==> config.mk <==
export PLATFORM = sky130hd
export DESIGN_NAME = video_pattern_gen
export DESIGN_NICKNAME = d
export VERILOG_FILES = /design/src/rtl/video_pkg.sv /design/src/rtl/video_pos_counter.sv /design/src/rtl/video_pattern_gen.sv
export SDC_FILE = /design/constraint.sdc
export NUM_CORES = 1
export LEC_CHECK = 0
export BUFFER_PORTS_ARGS = -buffer_cell sky130_fd_sc_hd__buf_4
export CAP_MARGIN = 30
export CORE_ASPECT_RATIO = 1.75
export CORE_MARGIN = 1
export CORE_UTILIZATION = 52
export DETAILED_ROUTE_END_ITERATION = 16
export PLACE_DENSITY = 0.76
export SYNTH_ARGS = -nofsm -noshare
export SYNTH_HDL_FRONTEND = slang
export SYNTH_SLANG_ARGS = --single-unit
==> constraint.sdc <==
create_clock -name clk_i -period 2.3 [get_ports clk_i]
set_input_delay 0.23 -clock clk_i [delete_from_list [all_inputs] [get_ports clk_i]]
set_output_delay 0.23 -clock clk_i [all_outputs]
set_load 0.01 [all_outputs]
==> src/rtl/video_pkg.sv <==
// video_pkg: shared pattern modes and colour tables for the video pattern generators
package video_pkg;

  typedef enum logic [2:0] {
    BARS    = 3'd0,
    CHECKER = 3'd1,
    RAMP    = 3'd2,
    SOLID   = 3'd3,
    MOVING  = 3'd4
  } pattern_mode_t;

  // Colours are {R,G,B} on/off masks, expanded to full channel width by the user.
  localparam logic [2:0] WHITE = 3'b111;
  localparam logic [2:0] BLACK = 3'b000;
  localparam logic [2:0] BLUE  = 3'b001;

  // white, yellow, cyan, green, magenta, red, blue, black
  localparam logic [2:0] BAR_COLOURS [8] = '{
    3'b111, 3'b110, 3'b011, 3'b010, 3'b101, 3'b100, 3'b001, 3'b000
  };

endpackage

==> src/rtl/video_pos_counter.sv <==
// video_pos_counter: pixel/line/frame position tracker driven by timing-generator pulses
module video_pos_counter
  import video_pkg::*;
#(
  parameter int H_ACTIVE = 640,
  parameter int V_ACTIVE = 480,
  localparam int XW = $clog2(H_ACTIVE),
  localparam int YW = $clog2(V_ACTIVE)
) (
  input  logic          clk,
  input  logic          rst_n,
  input  logic          visible,
  input  logic          end_of_line,
  input  logic          end_of_frame,
  output logic [XW-1:0] x,
  output logic [YW-1:0] y
);

  logic          line_vis;
  logic [XW:0]   frame_cnt;

  // x counts visible pixels, y counts lines that showed at least one pixel; both saturate
  always_ff @(posedge clk) begin
    if (!rst_n) begin
      x         <= '0;
      y         <= '0;
      line_vis  <= 1'b0;
      frame_cnt <= '0;
    end else begin
      x         <= end_of_line ? '0 : (visible && x != XW'(H_ACTIVE - 1)) ? x + 1'b1 : x;
      line_vis  <= end_of_line ? 1'b0 : line_vis | visible;
      y         <= end_of_frame ? '0
                 : (end_of_line && (line_vis || visible) && y != YW'(V_ACTIVE - 1)) ? y + 1'b1 : y;
      frame_cnt <= end_of_frame ? frame_cnt + 1'b1 : frame_cnt;
    end
  end

endmodule

==> src/rtl/video_pattern_gen.sv <==
// video_pattern_gen: runtime-selectable test pattern source with frame-boundary mode switching
module video_pattern_gen
  import video_pkg::*;
#(
  parameter int H_ACTIVE   = 640,
  parameter int V_ACTIVE   = 480,
  parameter int BPC        = 8,
  parameter int BAR_WIDTH  = 80,
  parameter int CHECK_LOG2 = 5,
  parameter int MOVE_STEP  = 4
) (
  input  logic               clk_i,
  input  logic               rst_n_i,
  input  logic               visible_i,
  input  logic               end_of_line_i,
  input  logic               end_of_frame_i,
  input  logic [2:0]         mode_i,
  input  logic [3*BPC-1:0]   solid_rgb_i,
  output logic [3*BPC-1:0]   rgb_o,
  output logic               visible_o
);

  localparam int XW = $clog2(H_ACTIVE);
  localparam int YW = $clog2(V_ACTIVE);
  localparam int SW = $clog2(BAR_WIDTH);

  logic [XW-1:0]    x;
  logic [YW-1:0]    y;
  logic [XW-1:0]    pos;
  logic [XW:0]      pos_step;
  logic [XW:0]      pos_end;
  logic             in_bar;
  logic [2:0]       active_mode;
  logic [2:0]       bar_idx;
  logic [SW-1:0]    bar_sub;
  logic             bar_last;
  logic [3*BPC-1:0] solid_reg;
  logic [3*BPC-1:0] pixel;

  function automatic logic [3*BPC-1:0] expand(input logic [2:0] c);
    return {{BPC{c[2]}}, {BPC{c[1]}}, {BPC{c[0]}}};
  endfunction

  video_pos_counter #(
    .H_ACTIVE (H_ACTIVE),
    .V_ACTIVE (V_ACTIVE)
  ) u_pos (
    .clk          (clk_i),
    .rst_n        (rst_n_i),
    .visible      (visible_i),
    .end_of_line  (end_of_line_i),
    .end_of_frame (end_of_frame_i),
    .x            (x),
    .y            (y)
  );

  assign bar_last = bar_sub == SW'(BAR_WIDTH - 1);
  assign pos_step = {1'b0, pos} + (XW + 1)'(MOVE_STEP);
  assign pos_end  = {1'b0, pos} + (XW + 1)'(BAR_WIDTH);
  assign in_bar   = (x >= pos) && ({1'b0, x} < pos_end);

  // Bar tracking without a divider, moving-bar origin, and mode/colour latched at frame end
  always_ff @(posedge clk_i) begin
    if (!rst_n_i) begin
      bar_idx     <= '0;
      bar_sub     <= '0;
      pos         <= '0;
      active_mode <= BARS;
      solid_reg   <= '0;
    end else begin
      if (end_of_line_i) begin
        bar_idx <= '0;
        bar_sub <= '0;
      end else if (visible_i) begin
        bar_sub <= bar_last ? '0 : bar_sub + 1'b1;
        bar_idx <= (bar_last && bar_idx != 3'd7) ? bar_idx + 1'b1 : bar_idx;
      end
      if (end_of_frame_i) begin
        active_mode <= mode_i;
        solid_reg   <= solid_rgb_i;
        pos         <= (pos_step >= (XW + 1)'(H_ACTIVE)) ? XW'(pos_step - (XW + 1)'(H_ACTIVE))
                                                         : pos_step[XW-1:0];
      end
    end
  end

  // Pattern mux for the pixel at the current position
  always_comb begin
    pixel = '0;
    case (active_mode)
      BARS:    pixel = expand(BAR_COLOURS[bar_idx]);
      CHECKER: pixel = expand((x[CHECK_LOG2] ^ y[CHECK_LOG2]) ? BLACK : WHITE);
      RAMP:    pixel = {3{x[BPC-1:0]}};
      SOLID:   pixel = solid_reg;
      MOVING:  pixel = expand(in_bar ? WHITE : BLUE);
      default: pixel = '0;
    endcase
  end

  // Output register; blanked cycles are forced to black
  always_ff @(posedge clk_i) begin
    if (!rst_n_i) begin
      rgb_o     <= '0;
      visible_o <= 1'b0;
    end else begin
      rgb_o     <= visible_i ? pixel : '0;
      visible_o <= visible_i;
    end
  end

endmodule

==> flow_summary_export.csv, run 1 <==
group,metric,value,unit
pwr,vdd_ir_drop_max,562.4,uV
logic_synthesis,ys_seq_area_frac,0.4085,
sta,min_period_over_period,1.002,
setup_path,worst-path-max-fanout,8,
logic_synthesis,synth_enable_flop_cells,0,
cts,cts_tree,"yes",
sta,hold_violations,0,
placed_design,gp_congestion,0.8632,
cts,h-tree-depth,3,
cts,clk_pin_slew,0.06,ns
cells_and_area,antennaDiodeCount,0,
logic_synthesis,synthFlopType,"dfxtp_1",
sta,finClkSkew,0.004944,ns
logic_synthesis,synthCells,509,
cts,cts_root_buf,"clkbuf_16",
placed_design,dp_hpwl,7502,um
sta,setup_violations,1,
setup_path,startpoint_type,"register",
global_route,grt_pass1_wl,17200,um
sta,slew_headroom,0.5150,
cells_and_area,nets,632,
global_route,grt_max_degree,39,
global_route,grt_use_total,0.2485,
global_route,overflow,0,
setup_path,endpoint_kind,"register",
logic_synthesis,avgSynthCellArea,8.665,sq um
cells_and_area,syn2layout_area_growth,23.60,%
logic_synthesis,synth_cell_type_count,46,
drt,drt_iter0_markers,176,
die,die_area,8869,sq um
setup_path,crit_arrival,2.56,ns
sta,fin_ws,-0.005426,ns
placed_design,portBuffers,56,
placed_design,place_ws,-0.2240,ns
run,maxCapViolations,0,
sta,fin_crit,2.305,ns
sta,worstMarginPinSlew,0.7276,ns
cts,cts.sinks,90,
drt,ant_nets,0,
global_route,grt_pass1_vias,3797,
cts,clk_path_buf_depth,2,
die,fp.dieW,71.62,um
outcome,failed_checks,"setup timing",
drt,first_pass_iters,4,
logic_synthesis,yosys_warnings,0,
drt,vias,3800,
cts,insertion_delay,0.34,ns
cells_and_area,fillers,720,
global_route,grt_antenna_before_repair,0,
logic_synthesis,ys_async_sr_fraction,0,
drt,wl,10590,um
sta,rsz0062_at_grt,"true",
die,die_h,123.8,um
cts,numCtsBuffers,9,
cells_and_area,postLayoutCoreUtil,0.6602,
pwr,p_per_area,661.5,nW/um^2
cells_and_area,finalInstanceArea,5451,sq um
drt,drc,0,
logic_synthesis,netlist_area,4410,sq um
setup_path,criticalPathCategory,"register to register",
sta,fmax,433.8,MHz
hold_path,worstHoldPathType,"input port to register",
drt,wl_per_cell,15.73,um
drt,avgViaCountPerCell,5.646,
placed_design,placed_area,5027,sq um
logic_synthesis,syn-num-nets,565,
setup_path,cp_data_required_time,2.56,ns
logic_synthesis,ys_ff_latch,90,
pwr,total_leakage_power,2.262,nW
sta,slew_viol_final,0,
die,io_pins,57,
cts,cts_hold_buf,0,
die,row_count,44,
die,start_util,0.5341,
die,core_region_area,8258,sq um
cells_and_area,drive_gt1_frac,0.2134,
outcome,status,"finished with violations",
-- Yosys cell counts (all sizes together) (4+ instances only) --
| master | number | area (sq um) |
|---|---|---|
| ha | 24 | 300.3 |
| a31oi | 9 | 56.30 |
| xor2 | 13 | 113.9 |
| a21oi | 31 | 155.2 |
| dfxtp | 90 | 1802 |
| nor2 | 50 | 190.2 |
| buf | 12 | 55.05 |
| mux2i | 32 | 320.3 |
| and3 | 5 | 31.28 |
| a21o | 13 | 97.59 |
| and2 | 5 | 32.53 |
| clkbuf | 14 | 52.55 |
| nand4 | 11 | 75.07 |
| xnor2 | 17 | 148.9 |
| inv | 15 | 56.30 |
| nand2 | 52 | 195.2 |
| nand3 | 12 | 60.06 |
| nand2b | 4 | 25.02 |
| o21ai | 33 | 165.2 |
| or3 | 7 | 43.79 |
| nor2b | 35 | 219.0 |
-- area by class of cell --
| class | instances | area [sq um] | area share |
|---|---|---|---|
| repair buffers | 82 | 619.3 | 0.1136 |
| flip-flops and latches | 90 | 1817 | 0.3333 |
| multi-input cells | 378 | 2526 | 0.4634 |
| clock inverters | 7 | 92.59 | 0.01698 |
| inverters | 15 | 56.30 | 0.01033 |
| well taps | 92 | 115.1 | 0.02112 |
| clock buffers | 9 | 225.2 | 0.04131 |
-- where the power goes --
group / internal, W / switching (W) / total [W]
combinational: 0.000186 / 0.000185 / 0.000371
sequential: 0.00163 / 0.0000468 / 0.00168
clock: 0.000951 / 0.000605 / 0.00156
total: 0.00277 / 0.000837 / 0.00361
-- worst max-delay path, cell delays in order (launching register included) --
cell      delay (ns)
dfxtp_4         0.36
buf_6           0.12
and3_4          0.19
nand3_2         0.10
xnor2_2         0.17
ha_2            0.20
or3_4           0.36
o221a_4         0.22
buf_4           0.14
o31ai_2         0.07
nand2b_1        0.09
a31oi_1         0.18
-- placed cells by master, fill, tap and decap left out, types with 2 or more instances in the layout --
cell type  count
and3_1         4
xnor2_1       16
clkbuf_16      9
or2_2          2
xor2_1        13
a21o_1        13
mux2i_1       32
nor2_1        49
a21oi_1       31
buf_4         81
nor4_1         2
nand2_1       52
dfxtp_2        3
o21ai_0       32
nand2b_1       4
inv_1         15
and2_1         4
a31oi_1        9
ha_4           2
nor2b_1       35
dfxtp_1       84
nor3_1         2
or3_1          6
clkinv_2       3
bufinv_16      2
a21boi_0       2
ha_1          21
nand3_1       11
dfxtp_4        3
or3b_2         2
nand4_1       10
-- through the flow --
stage	total power [W]	setup TNS [ns]	cells	hold WS [ns]
2_1_floorplan	0.001907	0	509	0.3937
3_3_place_gp	0.002062	-2.192	652	0.4538
3_5_place_dp	0.002072	-3.242	652	0.4650
4_1_cts	0.003609	0	671	0.1474
5_1_grt	0.003731	-0.2240	673	0.1536
6_report	0.003606	-0.005426	673	0.1462
-- layer usage --
metal	wire length [um]	part of all wire	vias to the layer above	GRT usage
met1	3989	0.38	1794	0.2540
met4	408	0.039	0	0.1458
met3	320	0.030	28	0.03398
met2	5868	0.55	99	0.4717
met5	0	0	-	0
li1	-	-	1879	-
-- final timing paths --
path	start	slack (ns)	to	depth (start not counted)
setup / recovery	pos[4]$_SDFFE_PN0P_	-0.005	pos[8]$_SDFFE_PN0P_	11
hold reg to reg	u_pos.line_vis$_SDFF_PP0_	0.47	u_pos.line_vis$_SDFF_PP0_	2
hold / removal	solid_rgb_i[6]	0.15	solid_reg[6]$_SDFFE_PN0P_	3
setup reg to reg	pos[4]$_SDFFE_PN0P_	-0.005	pos[8]$_SDFFE_PN0P_	11
-- logic make-up after synthesis --
family / Yosys count / share of synthesized area
compound gates: 97 / 0.1328
xor+xnor: 30 / 0.05957
fa+ha+maj: 24 / 0.06809
buf+inv: 41 / 0.03716
flops: 90 / 0.4085
mux: 32 / 0.07262
simple gates: 195 / 0.2213
-- what timing repair did --
action | 4_1_cts | 5_1_grt
setup endpoints to repair | 18 | 18
pin swaps | 4 | 4
setup buffers | 3 | 2
gates resized for setup | 9 | 6
gates cloned | 0 | 0
(Power assumes the default switching activity.)
==> run 2, diff against run 1 <==
--- a/config.mk
+++ b/config.mk
@@ -12,6 +12,7 @@
 export CORE_UTILIZATION = 52
 export DETAILED_ROUTE_END_ITERATION = 16
 export PLACE_DENSITY = 0.76
+export SETUP_SLACK_MARGIN = 0.3
 export SYNTH_ARGS = -nofsm -noshare
 export SYNTH_HDL_FRONTEND = slang
 export SYNTH_SLANG_ARGS = --single-unit
==> run 2 against run 1 <==
Net effect: the run now ends clean; worst hold slack gained 0.00085 ns; final cell count shrank 0.74%; clock skew grew 0.0036 ns; clock power shrank 13%; sequential power is essentially flat; largest power group unchanged; register-to-register slack gained 0.13 ns; critical endpoint is now pos[7]$_SDFFE_PN0P_; wire length shrank 0.29%; via count shrank 2.7%; cell area shrank 0.64%; total power shrank 5.6%; combinational power is essentially flat; count of clock-buffer cells in the layout grew 2.
==> flow_summary_export.csv, run 2 (synthesis results as in run 1) <==
group,metric,value,unit
cts,clk_pin_slew,0.07,ns
die,die_h,123.8,um
cells_and_area,syn2layout_area_growth,22.81,%
global_route,grt_max_degree,39,
cts,cts_hold_buf,0,
setup_path,cp_top_family,"compound AO/OA/AOI/OAI gates",
cts,cts_root_buf,"clkbuf_16",
cts,cts_tree,"yes",
sta,setup_violations,0,
pwr,p_int,0.002572,W
pwr,vdd_ir_drop_max,510.1,uV
hold_path,worstHoldPathType,"input port to register",
drt,drc,0,
sta,finClkSkew,0.008544,ns
global_route,grt_use_total,0.2491,
setup_path,endpoint_kind,"register",
setup_path,crit_arrival,2.40,ns
cells_and_area,finalInstanceArea,5416,sq um
sta,min_period_over_period,0.9462,
sta,slew_headroom,0.4518,
cts,cts.sinks,90,
die,row_count,44,
cts,clk_path_buf_depth,2,
global_route,overflow,0,
setup_path,path_cells,"ha_4, nand4_1, xnor2_2, inv_1, ha_2, or3_4, o221a_4, o31ai_1, a21oi_1, o31a_1",
drt,drt_iter0_markers,142,
placed_design,placed_area,4995,sq um
pwr,total_leakage_power,2.242,nW
placed_design,dp_hpwl,7525,um
setup_path,cpMaxStageDelayCell,"dfxtp_2",
cts,insertion_delay,0.34,ns
sta,hold_violations,0,
cts,numCtsBuffers,9,
sta,rsz0062_at_grt,"true",
pwr,power_frac_clock,0.398,
drt,wl_per_cell,15.80,um
pwr,p_per_area,628.4,nW/um^2
cells_and_area,fillers,682,
sta,hold_slack,0.1471,ns
sta,worstMarginPinSlew,0.8223,ns
die,core_region_area,8258,sq um
sta,slew_viol_final,0,
pwr,combPwrFrac,0.108,
sta,fin_crit,2.176,ns
drt,vias,3697,
setup_path,startpoint_type,"register",
die,fp.dieW,71.62,um
cells_and_area,final_common_cell,"dfxtp_1",
global_route,grt_antenna_before_repair,0,
cells_and_area,layout_common_cells,"dfxtp_1 (85), buf_4 (75), nand2_1 (51)",
cells_and_area,nets,627,
drt,avgViaCountPerCell,5.534,
setup_path,worst-path-max-fanout,5,
setup_path,worstPathBufferInverterCount,1,
die,start_util,0.5341,
pwr,p_total,0.003404,W
die,die_area,8869,sq um
pwr,swShare,0.2443,
setup_path,cp_data_required_time,2.53,ns
drt,first_pass_iters,4,
die,io_pins,57,
placed_design,gp_congestion,0.8212,
cells_and_area,antennaDiodeCount,0,
sta,tns,0,ns
setup_path,criticalPathCategory,"register to register",
cells_and_area,drive_gt1_frac,0.2118,
drt,wl,10560,um
placed_design,portBuffers,56,
global_route,grt_pass1_wl,17020,um
global_route,grt_pass1_vias,3617,
sta,fmax,459.5,MHz
drt,ant_nets,0,
outcome,status,"finished clean",
run,maxCapViolations,0,
cts,h-tree-depth,3,
pwr,p_switching,0.0008317,W
pwr,power_frac_seq,0.493,
setup_path,slowest_delay,0.35,ns
-- run 2: changes by cell type in the layout (fill, tap and decap cells not counted), sizes merged --
cell and change:
buf -6, bufinv -2, clkbuf +2, clkinv -1, clkinvlp +1, nand3 +1
-- run 2: power groups by stage --
| stage | combinational [W] | clock, W | sequential [W] |
|---|---|---|---|
| 2_1_floorplan | 0.000191 | 0 | 0.00172 |
| 3_3_place_gp | 0.000341 | 0 | 0.00171 |
| 3_5_place_dp | 0.000348 | 0 | 0.00171 |
| 4_1_cts | 0.000361 | 0.00138 | 0.00168 |
| 5_1_grt | 0.000407 | 0.00145 | 0.00169 |
| 6_report | 0.000369 | 0.00136 | 0.00168 |
-- run 2: metal layers --
layer / wire length (um) / track usage
met2: 5544 / 0.4422
met3: 315 / 0.03560
met1: 4234 / 0.2825
met5: 0 / 0
met4: 461 / 0.1409
-- run 2: layout make-up --
class	count	area (sq um)	share of cell area
clock buffers	11	242.7	0.04481
repair buffers	76	583.1	0.1076
well taps	92	115.1	0.02125
flip-flops and latches	90	1815	0.3352
clock inverters	5	28.78	0.005313
multi-input cells	379	2575	0.4754
inverters	15	56.30	0.01040
-- run 2: repair_timing --
action                                  in CTS  in global routing
gates resized for setup                      8                 10
pin swaps                                    3                  4
buffers inserted                             7                  0
endpoints found under the setup margin      18                 23
cloned                                       0                  1
-- run 2: worst min-delay path: cells and delay by family --
kind	cells	cell delay, ns
buffers and inverters	1	0.07
multiplexers	1	0.05
AND/OR/NAND/NOR	1	0.09
-- run 2: path summary, 6_finish.rpt --
check / slack [ns] / startpoint / endpoint / cells after the start
max reg2reg: 0.12 / pos[5]$_SDFFE_PN0P_ / pos[7]$_SDFFE_PN0P_ / 10
max: 0.12 / pos[5]$_SDFFE_PN0P_ / pos[7]$_SDFFE_PN0P_ / 10
min: 0.15 / solid_rgb_i[6] / solid_reg[6]$_SDFFE_PN0P_ / 3
min reg2reg: 0.48 / u_pos.line_vis$_SDFF_PP0_ / u_pos.line_vis$_SDFF_PP0_ / 2
-- run 2: through the flow --
stage	util	setup WS [ns]	std cells
2_1_floorplan	-	0.1773	509
3_3_place_gp	0.6048	0.1435	644
3_5_place_dp	0.6048	-0.03674	644
4_1_cts	0.6491	0.1917	667
5_1_grt	0.6559	0.02490	668
6_report	0.6559	0.1238	668
==> run 3, diff against run 2 <==
--- a/config.mk
+++ b/config.mk
@@ -7,7 +7,7 @@
 export LEC_CHECK = 0
 export BUFFER_PORTS_ARGS = -buffer_cell sky130_fd_sc_hd__buf_4
 export CAP_MARGIN = 30
-export CORE_ASPECT_RATIO = 1.75
+export CORE_ASPECT_RATIO = 0.8
 export CORE_MARGIN = 1
 export CORE_UTILIZATION = 52
 export DETAILED_ROUTE_END_ITERATION = 16
==> run 3 against run 2 <==
Net effect: worst hold slack got worse by 0.031 ns; die area fell by 0.14%; maximum frequency rose by 0.34%; critical path type unchanged; core utilization rose by 1.5 points; first-iteration DRC count rose by 44%; highest routed layer unchanged; cell area rose by 0.28%; non-clock buffer count rose by 4; final cell count rose by 2.7%; register-to-register slack barely moved; via count rose by 3.4%; largest power group unchanged; critical path depth did not move.
==> flow_summary_export.csv, run 3 (synthesis results as in run 1) <==
group,metric,value,unit
sta,finClkSkew,0.008715,ns
global_route,grt_pass1_vias,3736,
cts,cts_root_buf,"clkbuf_8",
cts,cts.sinks,90,
pwr,p_per_area,575.8,nW/um^2
drt,avgViaCountPerCell,5.574,
pwr,power_frac_clock,0.343,
cts,cts_tree,"yes",
pwr,total_leakage_power,2.225,nW
drt,wl,10720,um
cells_and_area,instances_no_fill,686,
cells_and_area,nets,630,
die,core_region_area,8092,sq um
drt,drt_iter0_markers,204,
pwr,vdd_ir_drop_max,395.4,uV
cts,h-tree-depth,3,
die,die_h,84.38,um
die,start_util,0.5451,
drt,ant_nets,0,
drt,vias,3824,
die,die_area,8856,sq um
global_route,grt_max_degree,39,
cells_and_area,syn2layout_area_growth,23.15,%
pwr,p_switching,0.0008103,W
global_route,grt_pass1_wl,17790,um
placed_design,dp.cells,658,
sta,fmax,461.1,MHz
setup_path,slowest_delay,0.39,ns
setup_path,startpoint_type,"register",
pwr,combPwrFrac,0.122,
setup_path,crit_start,"pos[4]$_SDFFE_PN0P_",
drt,first_pass_iters,4,
pwr,swShare,0.2591,
setup_path,endpoint_kind,"register",
placed_design,portBuffers,56,
sta,slew_headroom,0.4209,
pwr,p_int,0.002317,W
cells_and_area,finalInstanceArea,5431,sq um
placed_design,placed_area,5000,sq um
cts,insertion_delay,0.36,ns
global_route,grt_use_total,0.2508,
cts,clk_path_buf_depth,2,
sta,worstMarginPinSlew,0.8686,ns
cells_and_area,fillers,657,
pwr,power_frac_seq,0.534,
drt,drc,0,
placed_design,gp_congestion,0.8147,
run,maxCapViolations,0,
setup_path,r2r_slack,0.13,ns
sta,fin_crit,2.169,ns
setup_path,reg2reg_from,"pos[4]$_SDFFE_PN0P_",
setup_path,path_cells,"ha_4, nand4_1, xnor2_1, inv_1, ha_2, or3_1, o221a_4, o31ai_2, a21oi_1, o31a_1",
sta,hold_violations,0,
cells_and_area,final_common_cell,"dfxtp_1",
global_route,overflow,0,
sta,slew_viol_final,0,
setup_path,worst-path-max-fanout,4,
die,io_pins,57,
die,row_count,29,
setup_path,criticalPathCategory,"register to register",
drt,wl_per_cell,15.63,um
cts,numCtsBuffers,9,
cts,cts_hold_buf,0,
sta,tns,0,ns
setup_path,crit_arrival,2.43,ns
setup_path,cp_data_required_time,2.56,ns
placed_design,dp_hpwl,7322,um
hold_path,holdPathStages,3,
cells_and_area,antennaDiodeCount,0,
hold_path,worstHoldPathType,"input port to register",
cells_and_area,drive_gt1_frac,0.2318,
cts,clk_pin_slew,0.09,ns
cells_and_area,layout_common_cells,"dfxtp_1 (84), buf_4 (78), nand2_1 (51)",
global_route,grt_antenna_before_repair,0,
setup_path,reg2reg_depth,10,
die,fp.dieW,105.0,um
sta,rsz0062_at_grt,"true",
sta,setup_violations,0,
outcome,status,"finished clean",
setup_path,cpMaxStageDelayCell,"dfxtp_4",
sta,min_period_over_period,0.9430,
hold_path,min-delay-start,"solid_rgb_i[4]",
-- run 3: per-layer routing --
| metal | share of wire | global-route usage | wire, um | vias to the layer above |
|---|---|---|---|---|
| met5 | 0 | 0 | 0 | - |
| met4 | 0.016 | 0.07170 | 171 | 0 |
| met3 | 0.060 | 0.05047 | 641 | 24 |
| met2 | 0.45 | 0.4112 | 4817 | 151 |
| met1 | 0.47 | 0.3362 | 5090 | 1781 |
| li1 | - | - | - | 1868 |
-- run 3: timing repair --
action,4_1_cts,5_1_grt
endpoints found under the hold margin,0,0
gates resized for setup,20,26
setup endpoints to repair,18,24
setup buffers,11,2
pin swaps,6,9
-- run 3: worst paths after layout --
kind,endpoint
worst max-delay path,pos[7]$_SDFFE_PN0P_
worst min-delay path,solid_reg[4]$_SDFFE_PN0P_
worst max register to register,pos[7]$_SDFFE_PN0P_
worst min register to register,u_pos.y[1]$_SDFFE_PP0P_
-- run 3: through the flow --
| stage | power [W] | worst slack [ns] | hold slack (ns) | utilization |
|---|---|---|---|---|
| final | 0.003127 | 0.1311 | 0.1157 | 0.6713 |
| after global routing | 0.003257 | 0.04065 | 0.1236 | 0.6713 |
| after global placement | 0.002053 | 0.1180 | 0.4568 | 0.6179 |
| after detailed placement | 0.002067 | 0.0002061 | 0.4699 | 0.6179 |
| after floorplan | 0.001907 | 0.1773 | 0.3937 | - |
| after CTS | 0.003131 | 0.1920 | 0.1138 | 0.6626 |
-- run 3: area by class of cell --
cell class / count / area [sq um] / share of cell area
Multi-Input combinational cell: 378 / 2613 / 0.4810
Sequential cell: 90 / 1819 / 0.3349
Timing Repair Buffer: 80 / 616.8 / 0.1136
Tap cell: 108 / 135.1 / 0.02488
Clock buffer: 9 / 123.9 / 0.02281
Clock inverter: 6 / 67.56 / 0.01244
Inverter: 15 / 56.30 / 0.01037
-- run 3: worst max-delay path, delay by kind of cell (launching register included) --
kind | cells | cell delay, ns
compound gates | 4 | 0.60
fa+ha+maj | 2 | 0.33
simple gates | 2 | 0.45
flops | 1 | 0.39
xor+xnor | 1 | 0.23
buf+inv | 1 | 0.07
-- run 3: power groups by stage --
stage / logic (W) / clock network [W] / registers (W)
6_report: 0.000383 / 0.00107 / 0.00167
5_1_grt: 0.000421 / 0.00116 / 0.00168
4_1_cts: 0.000372 / 0.00109 / 0.00167
3_5_place_dp: 0.000356 / 0 / 0.00171
3_3_place_gp: 0.000345 / 0 / 0.00171
2_1_floorplan: 0.000191 / 0 / 0.00172
